**src/rtl/alu_result_fifo_pkg.sv**
```systemverilog
`default_nettype none
// ============================================================================
// Module   : alu_result_fifo_pkg
// Brief    : Shared widths, default Q-format and saturation bounds for the
//            ALU result path and its requantizing consumers.
// Revision : 1.0 - initial release
// ============================================================================
package alu_result_fifo_pkg;

  // ALU result width and narrowed operand width
  localparam int RES_W = 16;
  localparam int OPW   = 8;

  // Default fractional bits of the 8-bit operand format
  localparam int FRAC_BITS_DEFAULT = 4;

  // Saturation bounds of the 8-bit signed operand format
  localparam int Q_MAX = 127;
  localparam int Q_MIN = -128;

  typedef logic signed [RES_W-1:0] result_t;
  typedef logic signed [OPW-1:0]   operand_t;

endpackage : alu_result_fifo_pkg
`default_nettype wire

```
**src/rtl/fixed_point_requant.sv**
```systemverilog
`default_nettype none
// ============================================================================
// Module   : fixed_point_requant
// Brief    : Combinational round-shift-saturate narrowing of a 16-bit signed
//            ALU result to the 8-bit signed operand format.
// Revision : 1.0 - initial release
// ============================================================================
module fixed_point_requant
  import alu_result_fifo_pkg::*;
#(
  parameter int FRAC_BITS = FRAC_BITS_DEFAULT
) (
  input  logic    [RES_W-1:0] res_i,
  input  logic                scale_i,
  output logic    [OPW-1:0]   data_o,
  output logic                sat_o
);

  // One extra bit so the rounding add on the most positive result cannot wrap
  localparam logic signed [RES_W:0] c_HALF = (RES_W+1)'(1 << (FRAC_BITS - 1));
  localparam logic signed [RES_W:0] c_MAX  = (RES_W+1)'(Q_MAX);
  localparam logic signed [RES_W:0] c_MIN  = (RES_W+1)'(Q_MIN);

  logic signed [RES_W:0] w_ext;
  logic signed [RES_W:0] w_rnd;
  logic signed [RES_W:0] w_val;
  logic                  w_hi;
  logic                  w_lo;

  // Round half up on products, pass plain results through, then clamp
  always_comb begin
    w_ext = $signed({res_i[RES_W-1], res_i});
    w_rnd = w_ext + c_HALF;
    w_val = scale_i ? (w_rnd >>> FRAC_BITS) : w_ext;
    w_hi  = (w_val > c_MAX);
    w_lo  = (w_val < c_MIN);
    sat_o = w_hi | w_lo;
    if (w_hi) begin
      data_o = c_MAX[OPW-1:0];
    end else if (w_lo) begin
      data_o = c_MIN[OPW-1:0];
    end else begin
      data_o = w_val[OPW-1:0];
    end
  end

endmodule : fixed_point_requant
`default_nettype wire

```
**src/rtl/alu_result_fifo.sv**
```systemverilog
`default_nettype none
// ============================================================================
// Module   : alu_result_fifo
// Brief    : Requantizes the ALU result stream to 8 bits and buffers it in a
//            small FIFO with a valid/ready output; sticky flags report
//            saturation and results dropped while full.
// Revision : 1.0 - initial release
// ============================================================================
module alu_result_fifo
  import alu_result_fifo_pkg::*;
#(
  parameter int DEPTH     = 4,
  parameter int FRAC_BITS = FRAC_BITS_DEFAULT
) (
  input  logic                       clk,
  input  logic                       rst,
  input  logic [RES_W-1:0]           res_i,
  input  logic                       valid_i,
  input  logic                       scale_i,
  input  logic                       ready_i,
  input  logic                       clr_flags_i,
  output logic [OPW-1:0]             data_o,
  output logic                       valid_o,
  output logic                       full_o,
  output logic [$clog2(DEPTH):0]     count_o,
  output logic                       sat_o,
  output logic                       ovf_o
);

  localparam int PTR_W = $clog2(DEPTH);
  localparam int CNT_W = PTR_W + 1;

  logic [OPW-1:0]   mem_q [DEPTH];
  logic [PTR_W-1:0] wr_ptr_q, wr_ptr_d;
  logic [PTR_W-1:0] rd_ptr_q, rd_ptr_d;
  logic [CNT_W-1:0] count_q,  count_d;
  logic             sat_q,    sat_d;
  logic             ovf_q,    ovf_d;

  logic [OPW-1:0]   w_rq_data;
  logic             w_rq_sat;
  logic             w_push;
  logic             w_pop;
  logic             w_drop;

  fixed_point_requant #(
    .FRAC_BITS (FRAC_BITS)
  ) u_requant (
    .res_i   (res_i),
    .scale_i (scale_i),
    .data_o  (w_rq_data),
    .sat_o   (w_rq_sat)
  );

  // Outputs come straight from registered state; no path from res_i/valid_i
  always_comb begin
    valid_o = (count_q != '0);
    full_o  = (count_q == CNT_W'(DEPTH));
    count_o = count_q;
    sat_o   = sat_q;
    ovf_o   = ovf_q;
    data_o  = valid_o ? mem_q[rd_ptr_q] : '0;
  end

  // Handshake decode and next-state for pointers, occupancy and stickies
  always_comb begin
    w_pop    = valid_o && ready_i;
    w_push   = valid_i && (!full_o || w_pop);
    w_drop   = valid_i && full_o && !w_pop;
    wr_ptr_d = w_push ? wr_ptr_q + PTR_W'(1) : wr_ptr_q;
    rd_ptr_d = w_pop  ? rd_ptr_q + PTR_W'(1) : rd_ptr_q;
    count_d  = count_q;
    if (w_push && !w_pop) begin
      count_d = count_q + CNT_W'(1);
    end else if (w_pop && !w_push) begin
      count_d = count_q - CNT_W'(1);
    end
    // A clear loses to a same-cycle set
    sat_d = clr_flags_i ? 1'b0 : sat_q;
    ovf_d = clr_flags_i ? 1'b0 : ovf_q;
    if (w_push && w_rq_sat) begin
      sat_d = 1'b1;
    end
    if (w_drop) begin
      ovf_d = 1'b1;
    end
  end

  // Control state register with synchronous reset
  always_ff @(posedge clk) begin
    if (rst) begin
      wr_ptr_q <= '0;
      rd_ptr_q <= '0;
      count_q  <= '0;
      sat_q    <= 1'b0;
      ovf_q    <= 1'b0;
    end else begin
      wr_ptr_q <= wr_ptr_d;
      rd_ptr_q <= rd_ptr_d;
      count_q  <= count_d;
      sat_q    <= sat_d;
      ovf_q    <= ovf_d;
    end
  end

  // Storage array; contents need no reset because data_o is masked when empty
  always_ff @(posedge clk) begin
    if (!rst && w_push) begin
      mem_q[wr_ptr_q] <= w_rq_data;
    end
  end

endmodule : alu_result_fifo
`default_nettype wire
```
**config.mk**
```make
export PLATFORM = sky130hd
export DESIGN_NAME = alu_result_fifo
export DESIGN_NICKNAME = d
export VERILOG_FILES = /design/src/rtl/alu_result_fifo_pkg.sv /design/src/rtl/fixed_point_requant.sv /design/src/rtl/alu_result_fifo.sv
export SDC_FILE = /design/constraint.sdc
export NUM_CORES = 1
export LEC_CHECK = 0
export CORE_ASPECT_RATIO = 0.5
export CORE_MARGIN = 10
export CORE_UTILIZATION = 58
export DETAILED_ROUTE_END_ITERATION = 10
export PLACE_DENSITY = 0.87
export SETUP_SLACK_MARGIN = 0.05
export SYNTH_ARGS = -nofsm -noshare
export SYNTH_HDL_FRONTEND = slang
export SYNTH_SLANG_ARGS = --single-unit
```
**constraint.sdc**
```tcl
create_clock -name clk -period 4.5 [get_ports clk]
set_input_delay 0.9 -clock clk [delete_from_list [all_inputs] [get_ports clk]]
set_output_delay 0.9 -clock clk [all_outputs]
set_load 0.1 [all_outputs]
```
==> flow_summary.json, run 1 <==
{
  "status": "completed",
  "ys_seq_area_frac": 0.4836,
  "cp.required_ns": 3.60,
  "start_util": 0.6131,
  "path_cells": "mux4_2 -> and2_1 -> clkdlybuf4s50_1",
  "drive_above_1_share": 0.1545,
  "cts_root_buf": "clkbuf_8",
  "final_area_sq_mm": 0.002932,
  "std_cell_rows": 16,
  "grt_max_degree": 23,
  "rsz0062_at_grt": "no",
  "synthCells": 209,
  "dieArea_sq_mm": 0.007364,
  "fp.dieW_microns": 111.8,
  "synth_area_leaders": "edfxtp_1 39%, dfxtp_1 9.0%, mux4_2 7.4%, nor2_1 4.3%, and2_1 3.1%",
  "ys_types": 50,
  "wl_mm": 5.275,
  "clk-insertion-delay-late_ns": 0.30,
  "period_share": 0.8004,
  "worstSetupStartpointType": "flop",
  "io_pins": 37,
  "fin_ws_ns": 0.8983,
  "whs_ns": 0.5437,
  "fin_total_pwr_mw": 1.723,
  "post-route-min-period_ns": 3.602,
  "synth_warnings": 0,
  "io_buffers": 36,
  "clockBufferDepth": 2,
  "synth_top_cells_by_count": "32 x edfxtp_1, 28 x nor2_1, 12 x and2_1, 11 x dfxtp_1, 10 x nand2_1",
  "drv_slew": 0,
  "fin_skew_ns": 0.006923,
  "arrival_ns": 2.70,
  "synth_area_leader_cell": "edfxtp_1",
  "crit_buf_inv": 1,
  "slowest_stage": "clkdlybuf4s50_1",
  "pre_cts_ws_ns": 0.9286,
  "syn_area_per_cell_sq_um": 11.69,
  "first_global_vias": 1729,
  "drt_iter0_drc": 131,
  "placed_area_sq_mm": 0.002839,
  "dp_cells": 292,
  "p_per_area_mw_per_mm2": 587.6,
  "nNetsFinal": 274,
  "ant_nets": 0,
  "grt_usage": 0.1436,
  "max_slew_margin": 0.3364,
  "grt_pass1_wl_mm": 8.576,
  "drv_cap": 0,
  "syn_to_final_growth_pct": 20.03,
  "syn_area_sq_mm": 0.002442,
  "drtPass1Iterations": 4,
  "place_congestion": 0.9734,
  "fmax_mhz": 277.6,
  "synth_top_flop_cell": "edfxtp_1",
  "cp_top_family": "buffers and inverters",
  "cts_buffers": 5,
  "synth_most_common_cell": "edfxtp_1",
  "cts_setup_buffers": 0,
  "synth_top_cell_area_share": 0.3934,
  "irDropWorstVdd_uv": 363.9,
  "path_class": "reg2out",
  "route.vias.total": 1718,
  "setup_tns_ns": 0,
  "p_leak_nw": 0.9825,
  "utilization": 0.7359,
  "core_area_sq_mm": 0.003984,
  "wl_per_cell_microns": 17.58,
  "via_per_inst": 5.727,
  "cts_tree": "yes",
  "worst_pin_slew_ns": 0.9923,
  "synthArstFlopShare": 0,
  "antenna_found_initial": 0,
  "hold_class": "reg2reg",
  "die_h_microns": 65.89,
  "hold_buffers": 0,
  "synth_edf_count": 32,
  "syn_nets": 238,
  "crit_fanout": 8,
  "grt_overflow": 0,
  "cp-end-kind": "output pin",
  "clock_sinks": 43,
  "hold_violations": 0,
  "n_antenna_cell": 0,
  "post_cts_resized": 0,
  "instances_no_fill": 300,
  "hpwl_mm": 3.993,
  "synth_seq_cells": 43,
  "drc": 0,
  "slowest_delay_ns": 0.96,
  "setup_viol": 0,
  "cts_max_level": 2,
  "clk_pin_slew_worst_paths_ns": 0.09
}
-- power by group --
part / total, mW / leakage (nW) / switching [mW] / internal (mW)
clock: 0.251 / 0.0408 / 0.140 / 0.111
combinational: 0.949 / 0.559 / 0.685 / 0.263
sequential: 0.523 / 0.382 / 0.0521 / 0.471
-- metal layers --
metal	vias to the layer above	global-route usage	part of all wire
met5	-	0	0
met3	9	0.03895	0.054
met2	59	0.2399	0.48
li1	843	-	-
met1	807	0.1742	0.45
met4	0	0.05892	0.012
-- cell type report --
type / count / area, sq um
Clock inverter: 3 / 23.77
Tap cell: 54 / 67.56
Inverter: 9 / 33.78
Clock buffer: 5 / 68.82
Sequential cell: 43 / 1181
Fill cell: 259 / 1052
Multi-Input combinational cell: 149 / 1189
Timing Repair Buffer: 37 / 367.9
-- cells in the final DEF (no fill, tap or decap), types with 8 or more instances in the layout --
cell,instances
clkdlybuf4s50_1,36
edfxtp_1,32
nor2_1,28
and2_1,12
dfxtp_1,11
nand2_1,10
nor3_1,9
a21oi_1,9
inv_1,8
mux4_2,8
-- worst paths after layout --
kind,start,end,slack (ns),cells past startpoint
setup / recovery,flop,data_o[6],0.90,3
hold / removal,wr_ptr_q[1]$_SDFFE_PP0P_,wr_ptr_q[1]$_SDFFE_PP0P_,0.54,2
setup reg to reg,count_o[0]$_SDFFE_PP0P_,count_o[2]$_SDFFE_PP0P_,2.05,8
hold reg to reg,wr_ptr_q[1]$_SDFFE_PP0P_,wr_ptr_q[1]$_SDFFE_PP0P_,0.54,2
-- logic make-up (layout without fill, tap and decap cells) --
family	Yosys count	in the layout	share of synthesized area
AND/OR/NAND/NOR	93	93	0.2223
flip-flops	43	43	0.4836
AO/OA/AOI/OAI	27	27	0.1004
buffers and inverters	17	54	0.02971
XOR/XNOR	12	12	0.04303
multiplexers	10	10	0.08197
adder cells (fa/ha/maj)	7	7	0.03893
-- sequential cells by signal, indices dropped and copies added (netlist names), named ones only --
register / count
rd_ptr_q: 2
mem_q: 32
ovf_o: 1
sat_o: 1
count_o: 3
wr_ptr_q: 2
-- worst reg2reg max path: cells and delay by family (launching register included) --
| family | cells | cell delay (ns) |
|---|---|---|
| compound gates | 1 | 0.14 |
| buf+inv | 1 | 0.06 |
| xor+xnor | 1 | 0.16 |
| fa+ha+maj | 2 | 0.58 |
| simple gates | 3 | 1.06 |
| flops | 1 | 0.38 |
Note: power is estimated with default switching activity, not from simulation.
==> run 2: changes to the inputs <==
CORE_UTILIZATION = 49   (was 58)
PLACE_DENSITY = 0.78   (was 0.87)
clock period = 3.2 ns   (was 4.5 ns; I/O delays follow)
==> flow_summary.json, run 2 (synthesis gave the netlist of run 1 again) <==
{
  "clk-insertion-delay-late_ns": 0.29,
  "ant_nets": 0,
  "drv_slew": 0,
  "via_per_inst": 5.312,
  "n_antenna_cell": 0,
  "clk_pin_slew_worst_paths_ns": 0.08,
  "std_cell_rows": 18,
  "fill_cells": 405,
  "worst_hold_path.endpoint": "wr_ptr_q[1]$_SDFFE_PP0P_",
  "hpwl_mm": 4.030,
  "rsz0062_at_grt": "no",
  "dieArea_sq_mm": 0.008380,
  "cp.required_ns": 3.20,
  "worstSetupStartpointType": "input pin",
  "grt_usage": 0.1263,
  "wl_per_cell_microns": 15.74,
  "drive_above_1_share": 0.2717,
  "top_register": "mem_q",
  "r2r_slack_ns": 0.77,
  "slowest_stage": "clkdlybuf4s50_1",
  "io_pins": 37,
  "whs_path_depth": 2,
  "antenna_found_initial": 0,
  "route.vias.total": 1721,
  "r2r_start": "count_o[0]$_SDFFE_PP0P_",
  "die_h_microns": 69.92,
  "largest_register_ffs": 32,
  "p_per_area_mw_per_mm2": 793.3,
  "path_cells": "clkdlybuf4s50_1 -> ha_1 -> nand4_1 -> o31a_1 -> o31ai_4 -> a211oi_2 -> a31oi_4 -> o22ai_1",
  "wl_mm": 5.101,
  "drv_cap": 0,
  "cts_root_buf": "clkbuf_8",
  "nNetsFinal": 282,
  "clockBufferDepth": 2,
  "grt_pass1_wl_mm": 8.804,
  "hold_class": "reg2reg",
  "pre_cts_ws_ns": -0.01975,
  "drt_iter0_drc": 104,
  "grt_max_degree": 16,
  "period_share": 0.9294,
  "syn_to_final_growth_pct": 22.13,
  "worstHoldStart": "wr_ptr_q[1]$_SDFFE_PP0P_",
  "fp.dieW_microns": 119.8,
  "final_common_cell": "edfxtp_1",
  "cp-end-kind": "flop",
  "reg2reg_depth": 8,
  "fin_skew_ns": 0.006905,
  "cts_tree": "yes",
  "hold_violations": 0,
  "setup_viol": 0,
  "drc": 0,
  "start_util": 0.5021,
  "grt_overflow": 0,
  "p_leak_nw": 1.049,
  "crit_buf_inv": 1,
  "crit_fanout": 7,
  "clock_sinks": 43,
  "place_congestion": 0.8751,
  "arrival_ns": 2.97,
  "drtPass1Iterations": 4,
  "io_buffers": 36,
  "cp_top_family": "compound AO/OA/AOI/OAI gates",
  "fmax_mhz": 336.2,
  "reg2reg_to": "count_o[2]$_SDFFE_PP0P_",
  "core_area_sq_mm": 0.004865,
  "cts_max_level": 2,
  "cts_buffers": 5,
  "status": "completed",
  "post-route-min-period_ns": 2.974,
  "fin_ws_ns": 0.2258,
  "most-common-layout-cells": "32 x edfxtp_1, 28 x nor2_1, 24 x buf_4",
  "irDropWorstVdd_uv": 720.2,
  "worst_pin_slew_ns": 0.5227,
  "first_global_vias": 1821,
  "slowest_delay_ns": 0.49,
  "path_class": "in2reg",
  "max_slew_margin": 0.6510,
  "utilization": 0.6132
}
run 2: cell count changes in the layout (fill, tap and decap cells not counted), sizes merged:
| cell | delta |
|---|---|
| clkdlybuf4s50 | -15 |
| clkinvlp | -1 |
| inv | -1 |
| clkbuf | +1 |
| buf | +23 |
| clkinv | +1 |
run 2: repair_timing:
action | 4_1_cts | 5_1_grt
buffers inserted | 0 | 1
hold buffers | 0 | 0
endpoints found under the setup margin | 0 | 16
resized for setup | 0 | 1
run 2: cell type report:
cell class	count	area, sq um	area share
Multi-Input combinational cell	149	1205	0.4039
Tap cell	70	87.58	0.02936
Timing Repair Buffer	45	390.4	0.1309
Inverter	9	33.78	0.01133
Clock inverter	2	12.51	0.004195
Sequential cell	43	1181	0.3960
Clock buffer	6	72.57	0.02433
run 2: worst min-delay path, stage by stage, from the launching register on:
cell and delay [ns]:
dfxtp_1 0.35, nand2_1 0.07, a21oi_1 0.06
run 2: how the worst max path moves through the flow:
stage                     cells past startpoint                    end               startpoint  slack (ns)
after floorplan                               3              data_o[0]  count_o[0]$_SDFFE_PP0P_        0.20
after global placement                        7  mem_q[0][1]$_DFFE_PP_                 res_i[7]        0.07
after detailed placement                      8  mem_q[1][3]$_DFFE_PP_                 res_i[3]       -0.02
after CTS                                     8  mem_q[1][3]$_DFFE_PP_                 res_i[3]        0.27
after global routing                          9  mem_q[1][3]$_DFFE_PP_                 res_i[3]        0.11
final                                         8  mem_q[3][0]$_DFFE_PP_                 res_i[3]        0.23
run 2: per-stage QoR:
step	hold WS [ns]	instances	power (mW)	TNS [ns]	area, sq um
floorplan	0.4692	209	1.789	0	2454
global placement	0.4832	315	2.041	0	2884
detailed placement	0.5038	315	2.065	-0.1671	2884
CTS	0.5149	323	2.390	0	2969
global route	0.5499	324	2.485	0	2983
finish	0.5172	324	2.366	0	2983
run 2: power by group:
group          switching (mW)  internal, mW  leakage [nW]
sequential             0.0690         0.663         0.382
clock                   0.174         0.152        0.0412
combinational           0.953         0.355         0.626
run 2: per-layer routing:
layer,track usage,vias up,routed length (microns)
met2,0.2057,45,2464
met3,0.02887,7,332
met4,0.04521,0,81
met5,0,-,0
li1,-,860,-
met1,0.1611,809,2222
==> run 3: changes to the inputs <==
SKIP_CTS_REPAIR_TIMING = 1   (was default)
==> results of run 3 <==
Same layout as run 2: the final DEF is identical, and so are final timing and power.
